===== config.mk =====
export PLATFORM = sky130hd
export DESIGN_NAME = uart_tx_io
export DESIGN_NICKNAME = d
export VERILOG_FILES = /design/src/rtl/uart_tx_io_pkg.sv /design/src/rtl/uart_tx_io_fifo.sv /design/src/rtl/uart_tx_io.sv
export SDC_FILE = /design/constraint.sdc
export NUM_CORES = 1
export LEC_CHECK = 0
export CORE_MARGIN = 5
export CORE_UTILIZATION = 40
export DETAILED_ROUTE_END_ITERATION = 12
export PLACE_DENSITY = 0.68
export SLEW_MARGIN = 20
export SYNTH_ARGS = -nofsm -noshare
export SYNTH_HDL_FRONTEND = slang
export SYNTH_SLANG_ARGS = --single-unit

===== constraint.sdc =====
create_clock -name clk -period 4.22 [get_ports clk]
set_input_delay 0.844 -clock clk [delete_from_list [all_inputs] [get_ports clk]]
set_output_delay 0.844 -clock clk [all_outputs]
set_load 0.1 [all_outputs]

===== src/rtl/uart_tx_io_pkg.sv =====
// Shared constants for the memory-mapped UART transmitter: register selects,
// STATUS bit positions and TX FSM encodings.
package uart_tx_io_pkg;

    // Register selects, i.e. addr[3:2] of the TXDATA/STATUS/DIVISOR offsets 0x0/0x4/0x8.
    localparam logic [1:0] REG_TXDATA  = 2'd0;
    localparam logic [1:0] REG_STATUS  = 2'd1;
    localparam logic [1:0] REG_DIVISOR = 2'd2;

    localparam int ST_BUSY    = 0;
    localparam int ST_FULL    = 1;
    localparam int ST_EMPTY   = 2;
    localparam int ST_OVF     = 3;
    localparam int ST_CNT_LSB = 4;

    typedef enum logic [1:0] {
        S_IDLE  = 2'd0,
        S_START = 2'd1,
        S_DATA  = 2'd2,
        S_STOP  = 2'd3
    } tx_state_e;

    // A programmed divisor of 0 would stall the baud counter; run it as 1.
    function automatic logic [15:0] eff_div(input logic [15:0] d);
        return (d == 16'd0) ? 16'd1 : d;
    endfunction

endpackage


===== src/rtl/uart_tx_io_fifo.sv =====
// Small synchronous FIFO; pointers carry one extra MSB so full and empty
// are told apart without a separate counter.
module io_sync_fifo #(
    parameter int WIDTH = 8,
    parameter int DEPTH = 8,
    localparam int AW   = $clog2(DEPTH)
) (
    input  logic             clk,
    input  logic             rst_n,
    input  logic             push,
    input  logic             pop,
    input  logic [WIDTH-1:0] wdata,
    output logic [WIDTH-1:0] rdata,
    output logic             full,
    output logic             empty,
    output logic [AW:0]      count
);

    logic [WIDTH-1:0] mem_q [DEPTH];
    logic [AW:0]      wr_ptr_q, wr_ptr_d;
    logic [AW:0]      rd_ptr_q, rd_ptr_d;
    logic             push_ok, pop_ok;

    always_comb begin
        empty = (wr_ptr_q == rd_ptr_q);
        full  = (wr_ptr_q[AW] != rd_ptr_q[AW]) && (wr_ptr_q[AW-1:0] == rd_ptr_q[AW-1:0]);
        count = wr_ptr_q - rd_ptr_q;
        rdata = mem_q[rd_ptr_q[AW-1:0]];
        pop_ok  = pop && !empty;
        // A full FIFO still takes a byte when a slot frees on the same edge.
        push_ok = push && (!full || pop_ok);
        wr_ptr_d = push_ok ? wr_ptr_q + 1'b1 : wr_ptr_q;
        rd_ptr_d = pop_ok  ? rd_ptr_q + 1'b1 : rd_ptr_q;
    end

    always_ff @(posedge clk or negedge rst_n) begin
        if (!rst_n) begin
            wr_ptr_q <= '0;
            rd_ptr_q <= '0;
        end else begin
            wr_ptr_q <= wr_ptr_d;
            rd_ptr_q <= rd_ptr_d;
        end
    end

    always_ff @(posedge clk) begin
        if (push_ok) mem_q[wr_ptr_q[AW-1:0]] <= wdata;
    end

endmodule


===== src/rtl/uart_tx_io.sv =====
// IO-bus responder with TXDATA/STATUS/DIVISOR registers, a TX FIFO and an
// 8N1 serialiser (LSB first) driving txd.
module uart_tx_io
    import uart_tx_io_pkg::*;
#(
    parameter logic [31:0] BASE_ADDR   = 32'h0000_0100,
    parameter int          FIFO_DEPTH  = 8,
    parameter logic [15:0] DEFAULT_DIV = 16'd868
) (
    input  logic        clk,
    input  logic        rst,
    input  logic        ce,
    input  logic        we,
    input  logic [31:0] addr,
    input  logic [31:0] wtData,
    output logic [31:0] rdData,
    output logic        txd,
    output logic        irq
);

    localparam int AW = $clog2(FIFO_DEPTH);

    tx_state_e   state_q, state_d;
    logic [7:0]  shift_q, shift_d;
    logic [2:0]  bit_idx_q, bit_idx_d;
    logic [15:0] baud_q, baud_d;
    logic [15:0] div_q, div_d;
    logic [15:0] divisor_q, divisor_d;
    logic        ovf_q, ovf_d;

    logic        hit, wr_hit, push, pop, bit_end;
    logic [1:0]  sel;
    logic [7:0]  fifo_rdata;
    logic        fifo_full, fifo_empty;
    logic [AW:0] fifo_count;
    logic [31:0] status;
    logic        unused_bits;

    assign unused_bits = ^{addr[1:0], wtData[31:16]};

    io_sync_fifo #(
        .WIDTH (8),
        .DEPTH (FIFO_DEPTH)
    ) u_fifo (
        .clk   (clk),
        .rst_n (rst),
        .push  (push),
        .pop   (pop),
        .wdata (wtData[7:0]),
        .rdata (fifo_rdata),
        .full  (fifo_full),
        .empty (fifo_empty),
        .count (fifo_count)
    );

    // Bus decode and register file.
    always_comb begin
        hit    = ce && (addr[31:4] == BASE_ADDR[31:4]);
        sel    = addr[3:2];
        wr_hit = hit && we;
        push   = wr_hit && (sel == REG_TXDATA);
        // A set on the same edge as a W1C clear wins.
        ovf_d  = (push && fifo_full && !pop) || (ovf_q && !(wr_hit && (sel == REG_STATUS) && wtData[ST_OVF]));
        divisor_d = (wr_hit && (sel == REG_DIVISOR)) ? wtData[15:0] : divisor_q;

        status = {23'd0, 5'(fifo_count), ovf_q, fifo_empty, fifo_full, state_q != S_IDLE};
        rdData = 32'd0;
        if (hit && !we) begin
            case (sel)
                REG_STATUS:  rdData = status;
                REG_DIVISOR: rdData = {16'd0, divisor_q};
                default:     rdData = 32'd0;
            endcase
        end
        irq = fifo_empty && (state_q == S_IDLE);
    end

    // TX FSM and baud counter; div_q is latched only at frame start.
    always_comb begin
        state_d   = state_q;
        shift_d   = shift_q;
        bit_idx_d = bit_idx_q;
        div_d     = div_q;
        pop       = 1'b0;
        bit_end   = (baud_q == div_q - 16'd1);
        baud_d    = (state_q == S_IDLE) ? 16'd0 : (bit_end ? 16'd0 : baud_q + 16'd1);
        txd       = 1'b1;

        case (state_q)
            S_IDLE: begin
                if (!fifo_empty) begin
                    pop     = 1'b1;
                    shift_d = fifo_rdata;
                    div_d   = eff_div(divisor_q);
                    state_d = S_START;
                end
            end
            S_START: begin
                txd = 1'b0;
                if (bit_end) begin
                    state_d   = S_DATA;
                    bit_idx_d = 3'd0;
                end
            end
            S_DATA: begin
                txd = shift_q[0];
                if (bit_end) begin
                    shift_d   = {1'b0, shift_q[7:1]};
                    bit_idx_d = bit_idx_q + 3'd1;
                    if (bit_idx_q == 3'd7) state_d = S_STOP;
                end
            end
            S_STOP: begin
                if (bit_end) begin
                    // Chain straight into the next start bit, no idle gap.
                    if (!fifo_empty) begin
                        pop     = 1'b1;
                        shift_d = fifo_rdata;
                        div_d   = eff_div(divisor_q);
                        state_d = S_START;
                    end else begin
                        state_d = S_IDLE;
                    end
                end
            end
            default: state_d = S_IDLE;
        endcase
    end

    always_ff @(posedge clk or negedge rst) begin
        if (!rst) begin
            state_q   <= S_IDLE;
            shift_q   <= 8'd0;
            bit_idx_q <= 3'd0;
            baud_q    <= 16'd0;
            div_q     <= eff_div(DEFAULT_DIV);
            divisor_q <= DEFAULT_DIV;
            ovf_q     <= 1'b0;
        end else begin
            state_q   <= state_d;
            shift_q   <= shift_d;
            bit_idx_q <= bit_idx_d;
            baud_q    <= baud_d;
            div_q     <= div_d;
            divisor_q <= divisor_d;
            ovf_q     <= ovf_d;
        end
    end

endmodule


==> impl_metrics.py, run 1 <==
metrics = {
    "power_and_ir_drop": {
        "p_per_area_nw_per_um2": 357,
        "p_leak_nw": 3.40,
        "max-vdd-ir-drop_uv": 187,
    },
    "sta": {
        "clock.fmax_mhz": 266,
        "finalSetupViolCount": 0,
        "tns_ns": 0,
        "post-route-period-util_pct": 89.1,
        "timing.hold.ws_ns": 0.427,
        "rsz0062_at_grt": "no",
        "clock_skew_ns": 0.00897,
        "worstMarginPinSlew_ns": 0.930,
        "period_needed_ns": 3.76,
        "worst_slew_margin_rel_pct": 37.6,
        "hold_violations": 0,
        "report.final.slew_viol_count": 0,
    },
    "route": {
        "ant_nets": 0,
        "dr_total_vias": 4485,
        "routed_wirelength_mm": 14.3,
        "viasPerCell": 5.27,
        "drc": 0,
        "avgRoutedWirePerCell_um": 16.8,
        "dr.pass1.iters": 4,
        "drt_iter0_drc": 259,
    },
    "clock_tree": {
        "cts_buffers": 17,
        "clk_pin_slew_ns": 0.06,
        "clkSinkCount": 134,
        "cts_max_level": 4,
        "postCtsSetupBuffers": 0,
        "clockBufferDepth": 2,
        "ctsResizeCount": 0,
        "clk_latency_ns": 0.41,
        "ctsHoldBuffers": 0,
        "cts_tree": "built",
        "cts_root_buffer": "clkbuf_16",
    },
    "synthesis": {
        "synth_top_area_share_pct": 28.5,
        "synth.distinct_cells": 65,
        "ys.flop_type": "edfxtp_1",
        "synth_seq_area_share_pct": 54.6,
        "synth-edff-count": 64,
        "synthArstFlopShare_pct": 52.2,
        "syn_inst": 539,
        "syn_avg_cell_area_um2": 12.5,
        "ys_ff_latch": 134,
        "ys_warn_count": 0,
        "synth_area_leader_cell": "edfxtp_1",
        "syn_area_um2": 6750,
        "ys_top_cells_by_area": "edfxtp_1, dfrtp_1, mux4_2, mux2_2, dfstp_2",
    },
    "floorplan": {
        "fp.dieH_um": 140,
        "ios": 102,
        "die-width_um": 140,
        "coreArea_um2": 16600,
        "rows": 47,
        "dieArea_um2": 19600,
        "start_util_pct": 40.7,
    },
    "critical_path": {
        "startpoint_type": "flip-flop",
        "crit_slowest_cell": "or4_1",
        "critPathMaxFanout": 9,
        "worstSetupEndpointType": "flip-flop",
        "crit_arrival_ns": 3.87,
        "required_ns": 4.33,
        "cp_cell_sequence": "or4_1 -> nor4_4 -> mux2i_1 -> o31ai_4 -> a2111oi_4 -> o21ba_1 -> o21ai_4 -> nor4b_2 -> buf_4",
        "slowest_delay_ns": 0.71,
        "critPathBufInv": 1,
        "crit_family": "simple AND/OR/NAND/NOR gates",
        "setup.worst_path.class": "reg2reg",
    },
    "finish": {
        "finalNonFillerCells": 851,
        "synthToLayoutAreaGrowth_pct": 23.6,
        "nets": 705,
        "drive_gt1_share_pct": 22.0,
        "num_antenna_cells": 0,
    },
    "placement": {
        "hpwl_mm": 10.5,
        "dp_cells": 819,
        "io_buffers": 67,
        "place.gp.congestion": 0.827,
    },
    "global_route": {
        "antenna_found_initial": 0,
        "gr-total-overflow": 0,
        "grt_usage_pct": 15.3,
        "grt_pass1_vias": 4777,
        "grt_pass1_wl_mm": 24.2,
        "grt_max_degree": 45,
    },
    "outcome": {
        "status": "complete, no violations",
    },
    "job": {
        "drv_cap": 0,
    },
    "worst_hold_path": {
        "worstHoldPathType": "in2async",
    },
}
[kinds of logic after synthesis]
| family | synth area share, % |
|---|---|
| buffers and inverters | 4.43 |
| xor gates and xnor gates | 4.93 |
| adders and majority gates | 3.63 |
| and+or+nand+nor | 13.3 |
| DFF | 54.6 |
| muxes | 12.2 |
| other | 0.0555 |
| AOI/OAI and AO/OA | 6.82 |
[sequential cells by signal, summed over array words and instances (netlist names)]
register / flops
state_q: 2
shift_q: 8
u_fifo.wr_ptr_q: 4
u_fifo.rd_ptr_q: 4
divisor_q: 16
bit_idx_q: 3
div_q: 16
ovf_q: 1
u_fifo.mem_q: 64
baud_q: 16
[metal layers]
metal	track usage (%)	share of wire [%]	wire, um	vias to the layer above
met1	20.0	44	6320	2206
met5	0	0	0	-
met3	4.09	6.8	979	20
li1	-	-	-	2119
met2	24.8	47	6790	140
met4	4.95	1.7	238	0
[cells in the final DEF, fill, tap and decap left out, types with 3 or more instances in the layout]
master | Yosys | routed
inv_1 | 21 | 21
edfxtp_1 | 64 | 64
mux2_2 | 31 | 31
nor4b_1 | 5 | 5
mux4_2 | 16 | 16
nand2_1 | 30 | 30
nor2b_1 | 4 | 4
and3_1 | 17 | 17
conb_1 | 1 | 16
o21ai_0 | 17 | 17
inv_6 | 0 | 7
clkinv_2 | 0 | 3
clkbuf_16 | 0 | 17
a21oi_1 | 12 | 12
dfrtp_1 | 60 | 60
nor3_1 | 13 | 12
xnor2_1 | 20 | 20
clkdlybuf4s50_1 | 0 | 48
dfstp_2 | 10 | 10
or2_2 | 3 | 3
nand3_1 | 10 | 10
a22oi_1 | 8 | 8
ha_1 | 18 | 18
mux2i_1 | 10 | 10
nor4_1 | 14 | 14
clkinvlp_4 | 0 | 3
buf_4 | 17 | 17
nor2_1 | 51 | 51
xor2_1 | 18 | 18
buf_12 | 0 | 16
nand4_1 | 6 | 6
[cell type report]
type / count / area [um^2]
Tap cell: 220 / 275
Sequential cell: 134 / 3690
Clock inverter: 15 / 119
Multi-Input combinational cell: 362 / 2830
Clock buffer: 17 / 425
Inverter: 22 / 82.6
Timing Repair Buffer: 81 / 928
Fill cell: 1413 / 8240
[cell usage after synthesis, drive strengths merged (11+ instances only)]
library cell and number:
nor3 13, o21ai 19, nor4 16, mux2 32
buf 25, nand2 30, dfrtp 60, xor2 18
ha 18, mux4 16, a21oi 12, clkbuf 11
nor2 51, edfxtp 64, xnor2 20, and3 17
inv 22
[path summary, 6_finish.rpt]
check	cells past startpoint	slack (ns)	end	start
max	9	0.46	u_fifo.mem_q[4][7]$_DFFE_PP_	div_q[3]$_DFFE_PN0P_
min	1	0.43	baud_q[13]$_DFF_PN0_	rst
max reg2reg	9	0.46	u_fifo.mem_q[4][7]$_DFFE_PP_	div_q[3]$_DFFE_PN0P_
min reg2reg	2	0.48	shift_q[7]$_DFFE_PN0P_	shift_q[7]$_DFFE_PN0P_
max in group asynchronous	2	3.12	divisor_q[5]$_DFFE_PN1P_	rst
min in group clk	2	0.48	shift_q[7]$_DFFE_PN0P_	shift_q[7]$_DFFE_PN0P_
[power by group]
group,total (W),internal [W],switching [W],leakage [nW]
clock,0.00134,0.000764,0.000581,0.264
combinational,0.000218,0.0000701,0.000148,1.62
sequential,0.00142,0.00140,0.0000185,1.52
[per-stage QoR]
step / util (%) / total power, W / instance area [um^2] / setup slack, ns
after floorplan: - / 0.00158 / 6810 / 0.0723
after global placement: 47.0 / 0.00166 / 7800 / 0.535
after detailed placement: 47.0 / 0.00166 / 7800 / 0.477
after CTS: 50.3 / 0.00301 / 8340 / 0.445
after global routing: 50.3 / 0.00310 / 8350 / 0.215
final: 50.3 / 0.00298 / 8350 / 0.461
(Power assumes the default switching activity.)
==> inputs of run 2 (changes only) <==
CORE_UTILIZATION = 30   (was 40)
PLACE_DENSITY = 0.55   (was 0.68)
==> impl_metrics.py, run 2 (same netlist as run 1, synthesis figures left out) <==
metrics = {
    "critical_path": {
        "startpoint": "div_q[3]$_DFFE_PN0P_",
        "crit_arrival_ns": 3.96,
        "setup.worst_path.class": "reg2reg",
        "critPathMaxFanout": 9,
        "startpoint_type": "flip-flop",
        "required_ns": 4.34,
        "worstSetupEndpointType": "flip-flop",
        "timing.rr.start": "div_q[3]$_DFFE_PN0P_",
    },
    "floorplan": {
        "start_util_pct": 30.7,
        "rows": 54,
        "coreArea_um2": 22000,
        "dieArea_um2": 25600,
        "ios": 102,
        "fp.dieH_um": 160,
        "die-width_um": 160,
    },
    "clock_tree": {
        "ctsHoldBuffers": 0,
        "clk_pin_slew_ns": 0.06,
        "cts_max_level": 4,
        "clk_latency_ns": 0.41,
        "clockBufferDepth": 2,
        "cts_root_buffer": "clkbuf_16",
        "ctsResizeCount": 0,
        "clkSinkCount": 134,
        "cts_buffers": 17,
        "cts_tree": "built",
        "postCtsSetupBuffers": 0,
    },
    "route": {
        "wl_met2_mm": 7.22,
        "drc": 0,
        "drt_iter0_drc": 239,
        "dr_total_vias": 4456,
        "ant_nets": 0,
        "wl_met1_mm": 6.93,
        "avgRoutedWirePerCell_um": 16.7,
        "routed_wirelength_mm": 15.2,
        "viasPerCell": 4.89,
        "route.met3.wl_um": 822,
        "dr.pass1.iters": 4,
        "maxUsedRoutingLayer": "met4",
    },
    "sta": {
        "finalSetupViolCount": 0,
        "timing.hold.ws_ns": 0.436,
        "tns_ns": 0,
        "clock_skew_ns": 0.00907,
        "clock.fmax_mhz": 260,
        "report.final.slew_viol_count": 0,
        "post-route-period-util_pct": 91.2,
        "worst_slew_margin_rel_pct": 39.6,
        "rsz0062_at_grt": "no",
        "hold_violations": 0,
        "period_needed_ns": 3.85,
        "worstMarginPinSlew_ns": 0.900,
    },
    "global_route": {
        "antenna_found_initial": 0,
        "grt_pass1_vias": 4631,
        "grt_pass1_wl_mm": 24.8,
        "grt_max_degree": 28,
        "gr-total-overflow": 0,
        "grt_usage_pct": 12.1,
    },
    "finish": {
        "mostFrequentLayoutCell": "edfxtp_1",
        "nets": 705,
        "drive_gt1_share_pct": 21.6,
        "layout_common_cells": "edfxtp_1, dfrtp_1, nor2_1, clkdlybuf4s50_1, mux2_2",
        "num_antenna_cells": 0,
        "largest_reg_flops": 64,
        "synthToLayoutAreaGrowth_pct": 24.8,
    },
    "placement": {
        "io_buffers": 67,
        "place.gp.congestion": 0.806,
        "hpwl_mm": 11.0,
    },
    "worst_hold_path": {
        "worstHoldPathType": "in2async",
    },
    "job": {
        "drv_cap": 0,
    },
    "power_and_ir_drop": {
        "max-vdd-ir-drop_uv": 227,
        "p_total_w": 0.00303,
        "p_leak_nw": 3.41,
        "p_per_area_nw_per_um2": 359,
    },
    "outcome": {
        "status": "complete, no violations",
    },
}
-- run 2: changes by cell type in the layout (fill, tap and decap cells not counted), sizes merged --
| cell | before | now |
|---|---|---|
| clkbuf | 17 | 21 |
| inv | 30 | 25 |
| clkinvlp | 3 | 2 |
| bufinv | 0 | 1 |
| clkinv | 4 | 5 |
-- run 2: path summary, 6_finish.rpt --
path                                                     end  slack (ns)  cells past startpoint
min in group clk                      shift_q[0]$_DFFE_PN0P_        0.49                      2
worst min-delay path                    baud_q[12]$_DFF_PN0_        0.44                      1
worst max-delay path            u_fifo.mem_q[6][1]$_DFFE_PP_        0.37                      9
worst max register to register  u_fifo.mem_q[6][1]$_DFFE_PP_        0.37                      9
worst min register to register        shift_q[0]$_DFFE_PN0P_        0.49                      2
max in group asynchronous           divisor_q[6]$_DFFE_PN1P_        2.99                      2
-- run 2: stage by stage --
step / std cells / setup WS (ns) / utilization [%] / cell area, um^2
floorplan: 554 / 0.0723 / - / 6810
global placement: 879 / 0.453 / 35.7 / 7870
detailed placement: 879 / 0.367 / 35.7 / 7870
CTS: 911 / 0.364 / 38.3 / 8430
global route: 911 / 0.108 / 38.3 / 8430
finish: 911 / 0.371 / 38.3 / 8430
-- run 2: layout make-up --
| cell class | count | area [um^2] |
|---|---|---|
| multi-input cells | 362 | 2830 |
| repair buffers | 81 | 926 |
| well taps | 280 | 350 |
| inverters | 22 | 82.6 |
| clock buffers | 21 | 450 |
| fillers | 2102 | 13600 |
| clock inverters | 11 | 104 |
| flip-flops and latches | 134 | 3690 |
-- run 2: layer usage --
metal | vias up | track usage [%]
met4 | 0 | 4.69
li1 | 2110 | -
met1 | 2223 | 15.8
met2 | 110 | 19.6
met3 | 13 | 3.02
met5 | - | 0
-- run 2: power by group --
group	switching, W	leakage [nW]	internal (W)
clock network	0.000560	0.268	0.000829
logic	0.000149	1.62	0.0000697
registers	0.0000186	1.52	0.00140
total	0.000728	3.41	0.00230
-- run 2: critical path, stage by stage, from the launching register on --
cell and delay, ns:
dfrtp_1 0.43, or4_1 0.71, nor4_4 0.38, mux2i_1 0.32
o31ai_4 0.12, a2111oi_4 0.45, o21ba_1 0.44, o21ai_4 0.16
nor4b_2 0.29, buf_4 0.24
